$ cat src/rtl/ultrasonic_ranger.sv
// HC-SR04 style ranger: trigger, echo timing, stability count.
// Define ULTRASONIC_AVG_EN to output a 4-sample mean distance.
module ultrasonic_ranger #(
  parameter int unsigned TRIG_CYCLES    = 500,
  parameter int unsigned TICK_DIV       = 16,
  parameter int unsigned TIMEOUT_CYCLES = 1900000,
  parameter int unsigned PERIOD_CYCLES  = 3000000,
  parameter int unsigned STABLE_TOL     = 64
) (
  input  logic        clk,
  input  logic        rst,
  input  logic        enable_i,
  input  logic        echo_i,
  output logic        trigger_o,
  output logic [16:0] distance_o,
  output logic        valid_o,
  output logic        timeout_o,
  output logic [11:0] stable_cnt_o,
  output logic [3:0]  state_o,
  output logic        echo_sync_o
);

  localparam int unsigned CMAX =
    (TIMEOUT_CYCLES > TRIG_CYCLES) ? TIMEOUT_CYCLES : TRIG_CYCLES;
  localparam int CW = $clog2(CMAX + 1);
  localparam int PW = $clog2(PERIOD_CYCLES + 1);
  localparam int TW = $clog2(TICK_DIV + 1);

  localparam logic [16:0] DMAX = 17'h1FFFF;
  localparam logic [11:0] SMAX = 12'hFFF;

  typedef enum logic [3:0] {
    IDLE      = 4'd0,
    TRIG      = 4'd1,
    WAIT_RISE = 4'd2,
    MEASURE   = 4'd3,
    HOLDOFF   = 4'd4
  } state_t;

  state_t state;

  logic s1, s2, s3;
  logic rise_q, fall_q;

  logic [CW-1:0] phase_cnt;
  logic [PW-1:0] period_cnt;
  logic [TW-1:0] presc;
  logic [16:0]   acc;
  logic [16:0]   prev;
  logic          have_prev;
  logic [17:0]   diff;
  logic [16:0]   result;

  logic phase_sat;
  logic trig_done;
  logic tmo_hit;
  logic period_end;

  assign phase_sat  = (phase_cnt == CW'(CMAX));
  assign trig_done  = (phase_cnt == CW'(TRIG_CYCLES - 1));
  assign tmo_hit    = (phase_cnt == CW'(TIMEOUT_CYCLES - 1));
  assign period_end = (period_cnt == PW'(PERIOD_CYCLES - 1));

  assign state_o     = state;
  assign echo_sync_o = s2;

  always_comb begin
    diff = '0;
    if (acc >= prev)
      diff = {1'b0, acc} - {1'b0, prev};
    else
      diff = {1'b0, prev} - {1'b0, acc};
  end

`ifdef ULTRASONIC_AVG_EN
  logic [16:0] h0, h1, h2;
  logic [18:0] sum;

  always_comb begin
    sum = {2'b00, acc} + {2'b00, h0} + {2'b00, h1} + {2'b00, h2};
  end

  assign result = sum[18:2];

  // History tracks only completed, non-timeout measurements.
  always_ff @(posedge clk) begin
    if (rst) begin
      h0 <= '0;
      h1 <= '0;
      h2 <= '0;
    end else if (state == MEASURE && fall_q) begin
      h0 <= acc;
      h1 <= h0;
      h2 <= h1;
    end
  end
`else
  assign result = acc;
`endif

  always_ff @(posedge clk) begin
    if (rst) begin
      s1     <= 1'b0;
      s2     <= 1'b0;
      s3     <= 1'b0;
      rise_q <= 1'b0;
      fall_q <= 1'b0;
    end else begin
      s1     <= echo_i;
      s2     <= s1;
      s3     <= s2;
      rise_q <= s2 & ~s3;
      fall_q <= ~s2 & s3;
    end
  end

  always_ff @(posedge clk) begin
    if (rst) begin
      state        <= IDLE;
      trigger_o    <= 1'b0;
      distance_o   <= '0;
      valid_o      <= 1'b0;
      timeout_o    <= 1'b0;
      stable_cnt_o <= '0;
      phase_cnt    <= '0;
      period_cnt   <= '0;
      presc        <= '0;
      acc          <= '0;
      prev         <= '0;
      have_prev    <= 1'b0;
    end else begin
      valid_o   <= 1'b0;
      timeout_o <= 1'b0;
      if (!period_end)
        period_cnt <= period_cnt + 1'b1;
      if (!phase_sat)
        phase_cnt <= phase_cnt + 1'b1;

      case (state)
        IDLE: begin
          trigger_o <= 1'b0;
          if (enable_i) begin
            state      <= TRIG;
            trigger_o  <= 1'b1;
            phase_cnt  <= '0;
            period_cnt <= '0;
          end
        end

        TRIG: begin
          if (trig_done) begin
            state     <= WAIT_RISE;
            trigger_o <= 1'b0;
            phase_cnt <= '0;
          end
        end

        WAIT_RISE: begin
          if (rise_q) begin
            state     <= MEASURE;
            presc     <= '0;
            acc       <= '0;
            phase_cnt <= '0;
          end else if (tmo_hit) begin
            state        <= HOLDOFF;
            timeout_o    <= 1'b1;
            stable_cnt_o <= '0;
          end
        end

        MEASURE: begin
          if (fall_q) begin
            state      <= HOLDOFF;
            valid_o    <= 1'b1;
            distance_o <= result;
            prev       <= acc;
            have_prev  <= 1'b1;
            if (!have_prev)
              stable_cnt_o <= '0;
            else if (diff <= 18'(STABLE_TOL)) begin
              if (stable_cnt_o != SMAX)
                stable_cnt_o <= stable_cnt_o + 1'b1;
            end else
              stable_cnt_o <= '0;
          end else if (tmo_hit) begin
            state        <= HOLDOFF;
            valid_o      <= 1'b1;
            timeout_o    <= 1'b1;
            distance_o   <= DMAX;
            stable_cnt_o <= '0;
          end else if (s2) begin
            // Count on prescaler zero so a width of N*TICK_DIV reads N.
            if (presc == '0 && acc != DMAX)
              acc <= acc + 1'b1;
            if (presc == TW'(TICK_DIV - 1))
              presc <= '0;
            else
              presc <= presc + 1'b1;
          end
        end

        HOLDOFF: begin
          if (period_end) begin
            if (enable_i) begin
              state      <= TRIG;
              trigger_o  <= 1'b1;
              phase_cnt  <= '0;
              period_cnt <= '0;
            end else
              state <= IDLE;
          end
        end

        default: begin
          state     <= IDLE;
          trigger_o <= 1'b0;
        end
      endcase
    end
  end

endmodule

$ cat config.mk
export PLATFORM = sky130hd
export DESIGN_NAME = ultrasonic_ranger
export DESIGN_NICKNAME = d
export VERILOG_FILES = /design/src/rtl/ultrasonic_ranger.sv
export SDC_FILE = /design/constraint.sdc
export NUM_CORES = 1
export LEC_CHECK = 0
export CORE_AREA = 2 2 119 121
export CTS_BUF_LIST = sky130_fd_sc_hd__clkbuf_16
export DETAILED_ROUTE_END_ITERATION = 8
export DIE_AREA = 0 0 121 123
export PLACE_DENSITY = 0.87
export SYNTH_ARGS = -nofsm -noshare
export SYNTH_HDL_FRONTEND = slang
export SYNTH_SLANG_ARGS = --single-unit
$ cat constraint.sdc
create_clock -name clk -period 3.55 [get_ports clk]
set_clock_uncertainty 0.1 [all_clocks]
set_input_delay 0.71 -clock clk [delete_from_list [all_inputs] [get_ports clk]]
set_output_delay 0.71 -clock clk [all_outputs]
set_load 0.01 [all_outputs]
==> impl_metrics.csv, run 1 <==
group,metric,value,unit
global_route,grt_use_met1,30.9,%
cells_and_area,final_cells,1182,
cells_and_area,area_delta_synth_final,20.7,%
logic_synthesis,synth.top_cell.area_share,34.1,%
worst_setup_path,cp.arrival,3.65,ns
logic_synthesis,syn_avg_cell_area,7.92,um^2
hold_path,hp-class,"reg -> reg",
cells_and_area,layout_commonest_cell,"dfxtp_1",
route,drt-initial-drc-count,488,
floorplanning,die_area,14900,um^2
worst_setup_path,worst-setup-path-type,"reg -> reg",
placed_design,place_inst,1148,
logic_synthesis,syn_inst,919,
timing,fin_crit_sh,96.4,%
worst_setup_path,path_buf_inv,2,
floorplanning,die_height,123,um
timing,hold_slack,0.307,ns
worst_setup_path,startpoint_type,"flop",
timing,worstMarginPinSlew,0.807,ns
placed_design,routabilityCongestion,0.911,
worst_setup_path,critical_path_required,3.78,ns
logic_synthesis,ys_types,69,
logic_synthesis,synth_flop_cell,"dfxtp_1",
cells_and_area,diodes,0,
cells_and_area,final_nets,1035,
timing,period_minus_slack,3.42,ns
clocking,cts_tree,"yes",
cells_and_area,drive_gt1_share,13.4,%
cells_and_area,final_core_utilization,64.5,%
logic_synthesis,synth_area_leaders,"dfxtp_1, ha_1, nand2_1",
logic_synthesis,netlist_area,7270,um^2
floorplanning,start_util,53.4,%
route,first_pass_iters,5,
logic_synthesis,synth_nets,965,
route,drt_wl_total,18500,um
logic_synthesis,synth_edf_count,0,
logic_synthesis,yosys.area.top_type,"dfxtp_1",
clocking,cts_hold_buf,0,
status,status,"finished clean",
cells_and_area,fillers,1056,
cells_and_area,multi_input_area,4510,um^2
timing,final-max-slew-violation-count,0,
cells_and_area,final_cell_mix,"dfxtp_1, nand2_1, nor2_1, a21oi_1, inv_1",
global_route,grt_max_degree,25,
route,wl_per_cell,15.7,um
global_route,use_met3,4.15,%
global_route,gr-total-overflow,0,
floorplanning,num_rows,43,
placed_design,port_buffers,40,
clocking,clk_pin_slew,0.06,ns
global_route,grtUsageMet2,42.8,%
timing,fin_setup_tns,0,ns
worst_setup_path,cp_cell_sequence,"inv_1 -> ha_1 -> and4_1 -> a221o_2 -> buf_4 -> a31oi_1 -> nand2b_1 -> a21oi_1 -> o22ai_2 -> nor4b_4 -> or4b_4 -> o311ai_1",
clocking,cts.sinks,124,
power_and_ir_drop,ir_drop,0.300,mV
logic_synthesis,synth-seq-area-share,34.1,%
placed_design,place_ws,0.00600,ns
route,drcViolationCount,0,
worst_setup_path,critPathTopFamily,"compound AO/OA/AOI/OAI gates",
worst_setup_path,worstSetupEndpointType,"flop",
timing,fin_ws,0.128,ns
timing,slew_headroom,46.0,%
global_route,grt_antenna_before_repair,0,
cells_and_area,fin_area,8780,um^2
job,drv_cap,0,
placed_design,dp_hpwl,13300,um
route,antenna_left,0,
global_route,grt_usage,24.9,%
route,via_per_inst,5.86,
placed_design,postPlaceCellArea,8120,um^2
power_and_ir_drop,leakage,3.39,nW
global_route,top_usage_layer,"met2",
worst_setup_path,worst_path_largest_cell_delay,0.50,ns
worst_setup_path,cp_slowest_cell,"or4b_4",
floorplanning,io_pins,41,
global_route,grt_pass1_wl,30100,um
floorplanning,dieWidth,121,um
power_and_ir_drop,power,3.08,mW
power_and_ir_drop,powerDensity,351,nW/um^2
floorplanning,core_area,13600,um^2
timing,hold_violations,0,
clocking,root_buffer,"clkbuf_16",
clocking,cts_htree_levels,4,
route,vias,6930,
clocking,clock_path_buffers,2,
logic_synthesis,ys_seq_elements,124,
clocking,insertion_delay,0.42,ns
timing,fmax,0.292,GHz
logic_synthesis,yosysWarnings,0,
global_route,grt_pass1_vias,6489,
logic_synthesis,async_reset_ff_share,0,%
timing,setup_viol,0,
cells_and_area,regArea,2480,um^2
worst_setup_path,crit_path_max_fanout,5,
clocking,cts_made_buffers,17,
worst paths after layout:
kind	startpoint	to	slack (ns)	cells past startpoint
max reg2reg	acc[2]	stable_cnt_o[3]	0.13	12
max	acc[2]	stable_cnt_o[3]	0.13	12
min	s3	rise_q	0.31	1
min reg2reg	s3	rise_q	0.31	1
metal layers:
| layer | part of all wire (%) | up-vias | wire (um) |
|---|---|---|---|
| li1 | - | 3380 | - |
| met1 | 44 | 3292 | 8100 |
| met2 | 49 | 211 | 9120 |
| met3 | 4.7 | 47 | 881 |
| met4 | 2.4 | 0 | 446 |
| met5 | 0 | - | 0 |
power by group:
part           switching, mW  internal, mW  total, mW
clock                  0.680         0.897       1.58
sequential            0.0129          1.40       1.41
combinational         0.0549        0.0308     0.0857
total                  0.747          2.33       3.08
cell families after synthesis:
family,synth area share [%]
AOI/OAI and AO/OA,18.7
other,0.0516
adders and majority gates,7.22
muxes,0.688
and+or+nand+nor,26.2
DFF,34.1
buffers and inverters,5.45
xor gates and xnor gates,7.46
state kept, by name (all words and copies together) (netlist names):
signal / flops
acc: 17
distance_o: 17
echo_sync_o: 1
fall_q: 1
have_prev: 1
period_cnt: 22
phase_cnt: 21
presc: 5
prev: 17
rise_q: 1
s1: 1
s3: 1
stable_cnt_o: 12
state_o: 4
timeout_o: 1
trigger_o: 1
valid_o: 1
final cells by class:
| cell class | instances | area share [%] |
|---|---|---|
| Clock buffer | 17 | 4.85 |
| Clock inverter | 15 | 1.33 |
| Inverter | 59 | 2.52 |
| Multi-Input combinational cell | 694 | 51.3 |
| Sequential cell | 124 | 28.3 |
| Tap cell | 180 | 2.57 |
| Timing Repair Buffer | 93 | 9.09 |
Yosys cell counts (2+ instances only):
library cell,instances
nor2b_1,14
and3_1,19
a211oi_2,2
buf_2,14
a21o_1,10
o32ai_1,2
nor3b_1,6
dfxtp_1,124
o21bai_1,5
o221ai_1,2
a211oi_1,11
inv_1,58
ha_1,42
nor2_1,95
clkbuf_1,26
or2_2,3
or3_1,7
or4_1,5
o21ai_0,29
a211o_1,3
nor4bb_1,2
nand4_1,20
a41oi_1,6
xor2_1,29
nand2b_1,8
mux2i_1,5
buf_1,2
nor3_1,21
o211ai_1,12
nor4_1,7
a21oi_1,61
o22ai_1,4
nor4b_1,3
a31oi_1,6
o21a_1,2
nand2_1,110
o31ai_1,3
nand3_1,45
xnor2_1,33
a21oi_2,3
and2_1,12
o311ai_1,2
o221a_2,17
and4_1,4
repair_timing:
item | 4_1_cts | 5_1_grt
setup buffers | 0 | 2
endpoints found under the setup margin | 1 | 12
resized for setup | 1 | 19
pin swaps | 0 | 4
(Power assumes the default switching activity.)
==> run 2: changes to the inputs <==
CORE_AREA = 2 2 117 119   (was 2 2 119 121)
CTS_BUF_LIST = sky130_fd_sc_hd__clkbuf_8   (was sky130_fd_sc_hd__clkbuf_16)
DIE_AREA = 0 0 119 121   (was 0 0 121 123)
PLACE_DENSITY = 0.89   (was 0.87)
==> run 2 against run 1 <==
Effect of this change:
- non-clock buffer count is 3 lower
- combinational power about the same
- total power is 13% lower
- die area down 3.3%
- critical endpoint unchanged
- highest routed layer unchanged
==> impl_metrics.csv, run 2 (synthesized netlist as in run 1, its figures left out) <==
group,metric,value,unit
worst_setup_path,critPathTopFamily,"compound AO/OA/AOI/OAI gates",
route,top_layer,"met4",
clocking,cts_tree,"yes",
global_route,gr-total-overflow,0,
worst_setup_path,cp_cell_sequence,"inv_1 -> ha_1 -> buf_4 -> a21o_1 -> a221o_2 -> a2111oi_4 -> a211oi_2 -> a211oi_2 -> o22ai_2 -> nor4b_4 -> or4b_4 -> o311ai_1",
power_and_ir_drop,power,2.68,mW
timing,slew_headroom,46.5,%
floorplanning,die_height,121,um
global_route,grt_pass1_vias,6578,
cells_and_area,fin_area,8640,um^2
worst_setup_path,crit_path_max_fanout,5,
worst_setup_path,cp_common_cell,"a211oi_2",
worst_setup_path,worst_path_largest_cell_delay,0.50,ns
cells_and_area,largest_registers,"period_cnt (22), phase_cnt (21)",
timing,fmax,0.292,GHz
global_route,grt_antenna_before_repair,0,
cells_and_area,regArea,2480,um^2
route,via_per_inst,5.90,
worst_setup_path,cp_slowest_cell,"or4b_4",
placed_design,postPlaceCellArea,8100,um^2
route,antenna_left,0,
power_and_ir_drop,switchingPower,0.631,mW
timing,setup_viol,0,
global_route,grt_max_degree,25,
placed_design,routabilityCongestion,0.986,
power_and_ir_drop,p_comb_share,3.2,%
job,drv_cap,0,
timing,fin_setup_tns,0,ns
clocking,cts_hold_buf,0,
cells_and_area,largest_reg_flops,22,
placed_design,dp_hpwl,13400,um
clocking,clock_path_buffers,2,
timing,hold_violations,0,
hold_path,min_from,"s3",
timing,period_minus_slack,3.42,ns
floorplanning,io_pins,41,
clocking,cts_made_buffers,17,
status,status,"finished clean",
worst_setup_path,critical_path_required,3.81,ns
power_and_ir_drop,leakage,3.34,nW
cells_and_area,multi_input_area,4560,um^2
route,first_pass_iters,6,
timing,final-max-slew-violation-count,0,
floorplanning,start_util,55.6,%
power_and_ir_drop,clockPowerShare,44.1,%
power_and_ir_drop,p_seq_share,52.7,%
route,wl_met2,9190,um
cells_and_area,final_cell_mix,"dfxtp_1, nand2_1, nor2_1, a21oi_1, inv_1",
worst_setup_path,cp.arrival,3.69,ns
worst_setup_path,path_buf_inv,2,
route,drcViolationCount,0,
worst_setup_path,startpoint_type,"flop",
clocking,insertion_delay,0.45,ns
worst_setup_path,crit_path_start,"acc[1]",
cells_and_area,diodes,0,
worst_setup_path,worst-setup-path-type,"reg -> reg",
floorplanning,num_rows,42,
floorplanning,die_area,14400,um^2
floorplanning,dieWidth,119,um
hold_path,hp-class,"reg -> reg",
clocking,cts_htree_levels,4,
cells_and_area,largest_register,"period_cnt",
timing,worstMarginPinSlew,0.800,ns
placed_design,port_buffers,40,
clocking,cts.sinks,124,
route,dr_wl_met3,1090,um
cells_and_area,final_nets,1032,
route,drt-initial-drc-count,526,
route,drt_wl_total,18800,um
power_and_ir_drop,ir_drop,0.374,mV
floorplanning,core_area,13100,um^2
clocking,root_buffer,"clkbuf_8",
global_route,grt_pass1_wl,30500,um
cells_and_area,layout_commonest_cell,"dfxtp_1",
worst_setup_path,worstSetupEndpointType,"flop",
clocking,clk_pin_slew,0.07,ns
power_and_ir_drop,p_int,2.05,mW
power_and_ir_drop,swShare,23.5,%
route,vias,6931,
timing,fin_crit_sh,96.4,%
route,drt-met1-wl,7910,um
global_route,grt_usage,25.8,%
worst_setup_path,r2r_start,"acc[1]",
cells_and_area,fillers,1010,
cells_and_area,area_delta_synth_final,18.8,%
power_and_ir_drop,powerDensity,311,nW/um^2
route,wl_per_cell,16.0,um
cells_and_area,drive_gt1_share,13.7,%
run 2: cell types whose count changed in the layout (fill, tap and decap cells not counted), sizes merged:
cell      change
buf           -3
bufinv        +1
clkbuf        +4
clkinv        +2
clkinvlp      -5
inv           -2
run 2: area by class of cell:
| class | instances | area share, % |
|---|---|---|
| clock inverter | 11 | 1.07 |
| timing repair buffer | 90 | 8.98 |
| tap | 176 | 2.55 |
| multi-input combinational | 694 | 52.8 |
| inverter | 59 | 2.56 |
| clock buffer | 21 | 3.35 |
| sequential | 124 | 28.7 |
run 2: through the flow:
stage	util (%)	std cells	hold WS [ns]	setup slack (ns)
after floorplan	-	919	0.283	0.146
after global placement	61.9	1142	0.292	0.164
after detailed placement	61.9	1142	0.294	0.0360
after CTS	64.8	1174	0.307	0.0157
after global routing	66.0	1175	0.339	-0.0840
final	66.0	1175	0.308	0.127
run 2: path summary, 6_finish.rpt:
kind,end,slack (ns),cells after the start
hold reg to reg,rise_q,0.31,1
setup / recovery,stable_cnt_o[3],0.13,12
setup reg to reg,stable_cnt_o[3],0.13,12
hold / removal,rise_q,0.31,1
run 2: repair_timing:
item / 4_1_cts / 5_1_grt
setup buffers: 0 / 1
setup endpoints to repair: 0 / 12
endpoints found under the hold margin: 0 / 0
resized for setup: 0 / 31
run 2: power groups by stage:
stage | logic [mW] | clock network (mW) | registers (mW)
finish | 0.0860 | 1.18 | 1.41
floorplan | 0.0573 | 0 | 1.44
global placement | 0.0813 | 0 | 1.44
detailed placement | 0.0827 | 0 | 1.44
global route | 0.0948 | 1.27 | 1.41
CTS | 0.0849 | 1.20 | 1.41
run 2: routing by layer:
metal / track usage, % / vias up
met4: 10.9 / 0
met5: 0 / -
met3: 5.59 / 58
met1: 31.2 / 3245
met2: 44.5 / 261
li1: - / 3367
